[config.mk]
export PLATFORM = sky130hd
export DESIGN_NAME = counter_ctrl
export DESIGN_NICKNAME = d
export VERILOG_FILES = /design/src/rtl/counter_ctrl_pkg.sv /design/src/rtl/counter_ctrl_tick_prescaler.sv /design/src/rtl/counter_ctrl.sv
export SDC_FILE = /design/constraint.sdc
export NUM_CORES = 1
export LEC_CHECK = 0
export CAP_MARGIN = 20
export CORE_AREA = 2 2 47 49
export DETAILED_ROUTE_END_ITERATION = 8
export DIE_AREA = 0 0 49 51
export GPL_TIMING_DRIVEN = 1
export HOLD_SLACK_MARGIN = 0.05
export PLACE_DENSITY_LB_ADDON = 0.05
export SETUP_SLACK_MARGIN = 0.4
export SYNTH_ARGS = -nofsm -noshare
export SYNTH_HDL_FRONTEND = slang
export SYNTH_SLANG_ARGS = --single-unit
[constraint.sdc]
create_clock -name clk -period 2.07 [get_ports clk]
set_input_delay 0.414 -clock clk [delete_from_list [all_inputs] [get_ports clk]]
set_output_delay 0.414 -clock clk [all_outputs]
set_load 0.01 [all_outputs]
[src/rtl/counter_ctrl_pkg.sv]
// Shared definitions for the mod-8 counter sequencer: state encoding,
// default widths and run-mode constants.
package counter_ctrl_pkg;

  localparam int CNT_W_DEF = 3;
  localparam int PRE_W_DEF = 4;

  localparam logic MODE_ONESHOT = 1'b0;
  localparam logic MODE_CONT    = 1'b1;

  typedef enum logic [2:0] {
    ST_IDLE   = 3'd0,
    ST_CLEAR  = 3'd1,
    ST_RUN    = 3'd2,
    ST_PAUSED = 3'd3,
    ST_DONE   = 3'd4
  } state_t;

  function automatic logic is_busy(input state_t s);
    return (s == ST_CLEAR) || (s == ST_RUN) || (s == ST_PAUSED);
  endfunction

endpackage

[src/rtl/counter_ctrl_tick_prescaler.sv]
// Prescale counter: loads zero on clr, holds when inc is low, and wraps to
// zero after the cycle in which it matches limit.
module tick_prescaler #(
  parameter int PRE_W = 4
) (
  input  logic             clk,
  input  logic             rst_n,
  input  logic             clr,
  input  logic             inc,
  input  logic [PRE_W-1:0] limit,
  output logic             term
);

  logic [PRE_W-1:0] cnt;

  assign term = (cnt == limit);

  always_ff @(posedge clk or negedge rst_n) begin
    if (!rst_n) begin
      cnt <= '0;
    end else if (clr || (inc && term)) begin
      cnt <= '0;
    end else if (inc) begin
      cnt <= cnt + 1'b1;
    end
  end

endmodule

[src/rtl/counter_ctrl.sv]
// Sequencer for an external 3-bit counter: clears it, then strobes clk_en at
// the prescaled rate in one-shot (done pulse) or continuous (wrap pulse) mode.
module counter_ctrl
  import counter_ctrl_pkg::*;
#(
  parameter int CNT_W = CNT_W_DEF,
  parameter int PRE_W = PRE_W_DEF
) (
  input  logic             clk,
  input  logic             rst_n,
  input  logic             start,
  input  logic             mode,
  input  logic [CNT_W-1:0] target,
  input  logic [PRE_W-1:0] prescale,
  input  logic             pause,
  input  logic             stop,
  input  logic [CNT_W-1:0] cnt_q,
  output logic             clk_en,
  output logic             ctr_clr_n,
  output logic             busy,
  output logic             done,
  output logic             wrap,
  output logic [2:0]       dbg_state
);

  // start is a level request accepted only in IDLE; busy rising is the
  // acknowledgement, and there is no back-pressure on any other input.
  state_t           state, next_state;
  logic             mode_l;
  logic [CNT_W-1:0] target_l;
  logic [PRE_W-1:0] prescale_l;
  logic             pre_term;
  logic             terminal;
  logic [CNT_W-1:0] last_cnt;

  tick_prescaler #(.PRE_W(PRE_W)) u_pre (
    .clk   (clk),
    .rst_n (rst_n),
    .clr   ((state != ST_RUN) && (state != ST_PAUSED)),
    .inc   (state == ST_RUN),
    .limit (prescale_l),
    .term  (pre_term)
  );

  // target 0 wraps to a terminal value of 7, giving a full 8-tick run
  assign last_cnt = target_l - CNT_W'(1);
  assign terminal = (mode_l == MODE_ONESHOT) && clk_en && (cnt_q == last_cnt);

  always_ff @(posedge clk or negedge rst_n) begin
    if (!rst_n) begin
      state <= ST_IDLE;
    end else begin
      state <= next_state;
    end
  end

  always_comb begin
    next_state = state;
    case (state)
      ST_IDLE:   if (start && !stop) next_state = ST_CLEAR;
      ST_CLEAR:  next_state = stop ? ST_IDLE : ST_RUN;
      ST_RUN: begin
        if (stop)          next_state = ST_IDLE;
        else if (terminal) next_state = ST_DONE;
        else if (pause)    next_state = ST_PAUSED;
      end
      ST_PAUSED: begin
        if (stop)        next_state = ST_IDLE;
        else if (!pause) next_state = ST_RUN;
      end
      ST_DONE:   next_state = ST_IDLE;
      default:   next_state = ST_IDLE;
    endcase
  end

  always_comb begin
    clk_en    = (state == ST_RUN) && pre_term;
    busy      = is_busy(state);
    dbg_state = state;
  end

  always_ff @(posedge clk or negedge rst_n) begin
    if (!rst_n) begin
      mode_l     <= MODE_ONESHOT;
      target_l   <= '0;
      prescale_l <= '0;
      ctr_clr_n  <= 1'b1;
      done       <= 1'b0;
      wrap       <= 1'b0;
    end else begin
      if ((state == ST_IDLE) && start && !stop) begin
        mode_l     <= mode;
        target_l   <= target;
        prescale_l <= prescale;
      end
      ctr_clr_n <= (next_state != ST_CLEAR);
      done      <= (next_state == ST_DONE);
      wrap      <= clk_en && (cnt_q == {CNT_W{1'b1}});
    end
  end

endmodule
Word-level counts from Yosys, hierarchy flattened
Index checks and enable logic that the tools add are counted.

word-level totals
  output and inout port bits = 8
  flip-flop bits (word level) = 18
  input port bits = 16

cells by class
  bitwise logic cells = 1
  equal/unequal tests = 10
  reductions and logical operators = 14
  mux-type cells = 10
  add/sub/neg operators = 2

operator list
  cell                   count
  $mux W3                6
  $pmux W3 S4            1
  $logic_and A1 B1 Y1    8
  $mux W4                2
  $eq A3 B2 Y1 const B   2
  $eq A3 B3 Y1 const B   2
  $ne A3 B2 Y1 const B   2
  $add A4 B1 Y4 const B  1
  $eq A4 B4 Y1           1
  $eq A3 B1 Y1 const B   1
  $eq A3 B3 Y1           1
  $logic_not A3 Y1       1
  $logic_or A1 B1 Y1     3
  $ne A3 B1 Y1 const B   1
  $sub A3 B1 Y3 const B  1
  $mux W2                1
  $reduce_bool A2 Y1     1
  $logic_not A1 Y1       1
  $not A1 Y1             1

Longest topological paths before layout
  word-level depth = 8
  mapped depth = 6
  gate-level depth less buffers = 6

By module
A second synthesis with hierarchy kept.

unflattened totals
  cell total of the unflattened synthesis = 74
  area, all modules = 949.7 um^2

by module, submodules not included
  module          times used  area an instance (um^2)  cells an instance
  counter_ctrl    1           654.4                    49
  tick_prescaler  1           295.3                    25

Worst setup path before layout
No wires, ideal clock.

  path type = register to register
  from = reg target_l[0]
  to = reg state[0], in the netlist dbg_state[0]
  arrival = 1,550 ps
  buffers on the path = 0
  data required time = 1,942 ps
  path slack = 392 ps
  library setup time = 128 ps
  stages on the path, launching flop included = 7
  period minus slack after synthesis = 1,678 ps
  path through = dfrtp_1 -> inv_1 -> ha_1 -> xnor2_1 -> or4_4 -> nor3_4 -> a21oi_1

between the ends
  word-level cells in the longest chain between the ends = 6

RTL lines
  element                 RTL line            RTL
  from (decl)             counter_ctrl.sv:30  logic [CNT_W-1:0] target_l;
  from (signal assigned)  counter_ctrl.sv:93  target_l <= target;
  $sub A3 B1 Y3           counter_ctrl.sv:46  assign last_cnt = target_l - CNT_W'(1);
  $eq A3 B3 Y1            counter_ctrl.sv:47  assign terminal = (mode_l == MODE_ONESHOT) && clk_en && (cnt_q == last_cnt);
  $logic_and A1 B1 Y1     counter_ctrl.sv:47
  $mux W3                 counter_ctrl.sv:64  else if (terminal) next_state = ST_DONE;
  $mux W3                 counter_ctrl.sv:63  if (stop) next_state = ST_IDLE;
  $pmux W3 S4             counter_ctrl.sv:59  case (state)
  via next_state[0]       counter_ctrl.sv:28  state_t state, next_state;
  to (signal assigned)    counter_ctrl.sv:53  state <= next_state;
  to (decl)               counter_ctrl.sv:28

The timed path passes the listed nets, and every way through them passes these cells.
A chain may end at the register's enable or synchronous reset.

Worst setup path after layout
  from = reg u_pre.cnt[1]
  to = out clk_en

between the ends
  word-level cells in the longest chain between the ends = 2

RTL lines
  element                 RTL line                           RTL
  from (decl)             counter_ctrl_tick_prescaler.sv:14  logic [PRE_W-1:0] cnt;
  from (signal assigned)  counter_ctrl_tick_prescaler.sv:24  cnt <= cnt + 1'b1;
  $eq A4 B4 Y1            counter_ctrl_tick_prescaler.sv:16  assign term = (cnt == limit);
  $logic_and A1 B1 Y1     counter_ctrl.sv:77                 clk_en = (state == ST_RUN) && pre_term;
  to (decl)               counter_ctrl.sv:18                 output logic clk_en,

No other way between the ends.

==> impl_summary.log <==
[metrics] max-slew violations: 0
[metrics] GRT overflow: 0
[metrics] worst slew pin tran: 0.460 ns
[metrics] share of the yosys chip area belonging to registers: 52.3%
[metrics] DIE WIDTH: 49 µm
[metrics] critical-path maximum fanout: 2
[metrics] leakage: 0.593 nW
[metrics] maximum level of the CTS H-tree: 1
[metrics] max cap viols: 0
[metrics] GP Congestion: 0.776
[metrics] # clock sinks: 18
[metrics] flop-to-flop setup slack: 0.30 ns
[metrics] detail-routed via count per cell: 4.81
[metrics] minimum hold slack: 0.425 ns
[metrics] post-synthesis cell type count: 25
[metrics] number of nets with antenna violations after routing: 0
[metrics] core box area: 2060 µm²
[metrics] area share of the largest cell type after synthesis: 49.3%
[metrics] number of nets produced by synthesis: 96
[metrics] Setup CP Type: reg2out
[metrics] number of standard cells after synthesis: 78
[metrics] number of warning messages in the yosys log: 0
[metrics] status: complete, no violations
[metrics] placement row count: 17
[metrics] number of synthesized register bits: 18
[metrics] Remaining DRCs: 0
[metrics] worst min path class: in2async
[metrics] most area-consuming cells after synthesis: sky130_fd_sc_hd__dfrtp_1 49%, sky130_fd_sc_hd__xnor2_1 8.1%, sky130_fd_sc_hd__mux2_2 7.8%
[metrics] CP startpoint kind: flop
[metrics] number of violations reported at the end of detailed-routing iteration 0: 10
[metrics] final period utilization: 85.8%
[metrics] reg-to-reg endpoint: done
[metrics] vias post-DR: 698
[metrics] cell taking the most area after synthesis: sky130_fd_sc_hd__dfrtp_1
[metrics] count of buffers from port buffering: 23
[metrics] depth of the worst register-to-register path: 6
[metrics] Area growth syn-to-layout: 47.7%
[metrics] largest net degree at the start of global routing: 11
[metrics] gr usage total: 15.5%
[metrics] fraction of final layout cells sized beyond drive strength 1: 30.8%
[metrics] worst path setup slack after routing: 0.294 ns
[metrics] Worst-Skew Late Latency: 0.29 ns
[metrics] clock skew after layout: 0.00222 ns
[metrics] Max Clock Freq: 0.563 GHz
[metrics] launch point of the worst reg-to-reg path: target_l[0]
[metrics] wire length per cell: 12.9 µm
[metrics] number of hold buffers added after cts: 0
[metrics] asr flop ratio synth: 100%
[metrics] top-count cell post-synth: sky130_fd_sc_hd__dfrtp_1
[metrics] final wirelength: 1870 µm
[metrics] Post-Route Setup TNS: 0 ns
[metrics] worst max-slew margin expressed relative to the limit: 69.3%
[metrics] number of buffers created by CTS: 3
[metrics] mapped cell area: 863 µm²
[metrics] power density over the cells: 756 nW/µm²
[metrics] synth cell count leaders: 17 x sky130_fd_sc_hd__dfrtp_1, 8 x sky130_fd_sc_hd__xnor2_1, 7 x sky130_fd_sc_hd__nand2_1
[metrics] number of nets in the layout: 136
[metrics] area occupied by multi-input gates: 414 µm²
[metrics] starting utilization of the core area: 41.8%
[metrics] CTS root buffer: sky130_fd_sc_hd__clkbuf_4
[metrics] Die H: 51 µm
[metrics] Clock Pin Slew Worst Setup and Hold Paths: 0.10 ns
[metrics] total I/O pin count: 24
[metrics] global-route met3 utilization: 2.92%
[metrics] peak supply drop: 0.527 mV
[metrics] unrepaired setup endpoints after global routing: true
[metrics] pre-CTS setup slack: 0.0687 ns
[metrics] sequential cell area in the final layout: 453 µm²
[metrics] global-route track usage on met2: 28.3%
[metrics] CTS tree: yes
[metrics] estimated wirelength of the detail-placed design: 1350 µm
[metrics] required time of the worst setup path: 1.66 ns
[metrics] filler instances: 178
[metrics] Worst Setup End Kind: output pin
[metrics] layer carrying the most global-route usage: met2
[metrics] average footprint of a synthesized cell: 11.1 µm²
[metrics] minimum clock period after layout: 1.78 ns
[metrics] setup violators final: 0
[metrics] worst path arrival time: 1.36 ns
[metrics] number of enable flip-flop cells after synthesis: 0
[metrics] first-pass iteration count of the detailed router: 4
[metrics] grt met1 use: 17.5%
[metrics] most used flip-flop cell after synthesis: sky130_fd_sc_hd__dfrtp_1
[metrics] DIE AREA: 2500 µm²
[metrics] vias in the first global route: 661
[metrics] clk buf depth: 2
[metrics] initial antenna violation count: 0
[metrics] final count of hold timing violations: 0
[metrics] wire length of the first global-routing pass: 2880 µm
[metrics] antenna cell count: 0
[per-stage QoR]
stage          area (µm²)  cells  total power [W]  utilization [%]
2_1_floorplan         863     78         0.000620                -
3_3_place_gp         1160    133         0.000722             56.1
3_5_place_dp         1160    133         0.000727             56.1
4_1_cts              1220    142         0.000929             59.2
5_1_grt              1270    145          0.00102             61.8
6_report             1270    145         0.000964             61.8
[timing repair]
item | 4_1_cts | 5_1_grt
pin swaps | 5 | 3
setup endpoints to repair | 9 | 7
gates resized for setup | 10 | 7
buffers inserted | 5 | 3
[critical path: stages (launching register included)]
cell	delay (ns)
sky130_fd_sc_hd__dfrtp_1	0.41
sky130_fd_sc_hd__xnor2_1	0.20
sky130_fd_sc_hd__nand4_2	0.14
sky130_fd_sc_hd__nor3_2	0.16
sky130_fd_sc_hd__buf_2	0.16
[cell usage in the layout (no fill, tap or decap)]
master                             n
sky130_fd_sc_hd__clkbuf_4          3
sky130_fd_sc_hd__nand4_2           1
sky130_fd_sc_hd__o21ai_0           4
sky130_fd_sc_hd__nor3_4            1
sky130_fd_sc_hd__nor2_2            1
sky130_fd_sc_hd__dfstp_2           1
sky130_fd_sc_hd__clkdlybuf4s50_1  17
sky130_fd_sc_hd__buf_4            14
sky130_fd_sc_hd__xnor2_1           7
sky130_fd_sc_hd__nand3_1           1
sky130_fd_sc_hd__xnor2_2           1
sky130_fd_sc_hd__inv_1             2
sky130_fd_sc_hd__or4_4             1
sky130_fd_sc_hd__dlygate4sd2_1     3
sky130_fd_sc_hd__and2_1            3
sky130_fd_sc_hd__a21oi_1           6
sky130_fd_sc_hd__nand2b_1          1
sky130_fd_sc_hd__nor2b_1           1
sky130_fd_sc_hd__and3_1            1
sky130_fd_sc_hd__nor2_1            4
sky130_fd_sc_hd__dlymetal6s2s_1    2
sky130_fd_sc_hd__and4_1            1
sky130_fd_sc_hd__dfrtp_1          16
sky130_fd_sc_hd__ha_4              1
sky130_fd_sc_hd__mux2_2            6
sky130_fd_sc_hd__nand2_1           7
sky130_fd_sc_hd__ha_1              1
sky130_fd_sc_hd__nor3_2            1
sky130_fd_sc_hd__nor3b_1           1
sky130_fd_sc_hd__nor4_2            1
sky130_fd_sc_hd__buf_2             1
sky130_fd_sc_hd__nand3b_1          1
sky130_fd_sc_hd__clkbuf_1          1
sky130_fd_sc_hd__nor3_1            1
sky130_fd_sc_hd__inv_2             2
sky130_fd_sc_hd__dfrtp_2           1
[metal layers]
metal	wire, µm	vias to the layer above	part of all wire [%]
met2	998	12	53
met3	52	2	2.8
met4	12	0	0.64
met1	809	341	43
met5	0	-	0
li1	-	343	-
[cell families after synthesis]
kind of cell    share of synthesized area, %
buf+inv                                 3.62
simple gates                            19.4
fa+ha+maj                               2.90
xor+xnor                                8.12
flops                                   52.3
mux                                     7.83
compound gates                          5.80
[registers in the layout, summed over array words and instances (netlist names)]
register,cells
prescale_l,4
u_pre.cnt,4
dbg_state,3
target_l,3
ctr_clr_n,1
done,1
mode_l,1
wrap,1
[worst max-delay path by stage]
stage | from | end | slack, ns | cells after the start
final | u_pre.cnt[1] | clk_en | 0.29 | 4
after global routing | u_pre.cnt[0] | clk_en | 0.20 | 4
after CTS | u_pre.cnt[0] | clk_en | 0.27 | 4
after detailed placement | u_pre.cnt[1] | clk_en | 0.07 | 4
after global placement | u_pre.cnt[1] | clk_en | 0.08 | 4
after floorplan | target_l[0] | dbg_state[0] | 0.44 | 6
[power breakdown]
part / total, W / switching, W / internal [W]
clock: 0.000185 / 0.000110 / 0.0000750
combinational: 0.000336 / 0.000142 / 0.000195
sequential: 0.000443 / 0.0000374 / 0.000405
total: 0.000964 / 0.000289 / 0.000675
[layout make-up]
type	instances	area share [%]
Multi-Input combinational cell	54	32.5
Sequential cell	18	35.5
Inverter	4	1.18
Timing Repair Buffer	37	26.0
Tap cell	28	2.75
Clock buffer	4	2.06
No activity file was read; power rests on OpenSTA's default activity.
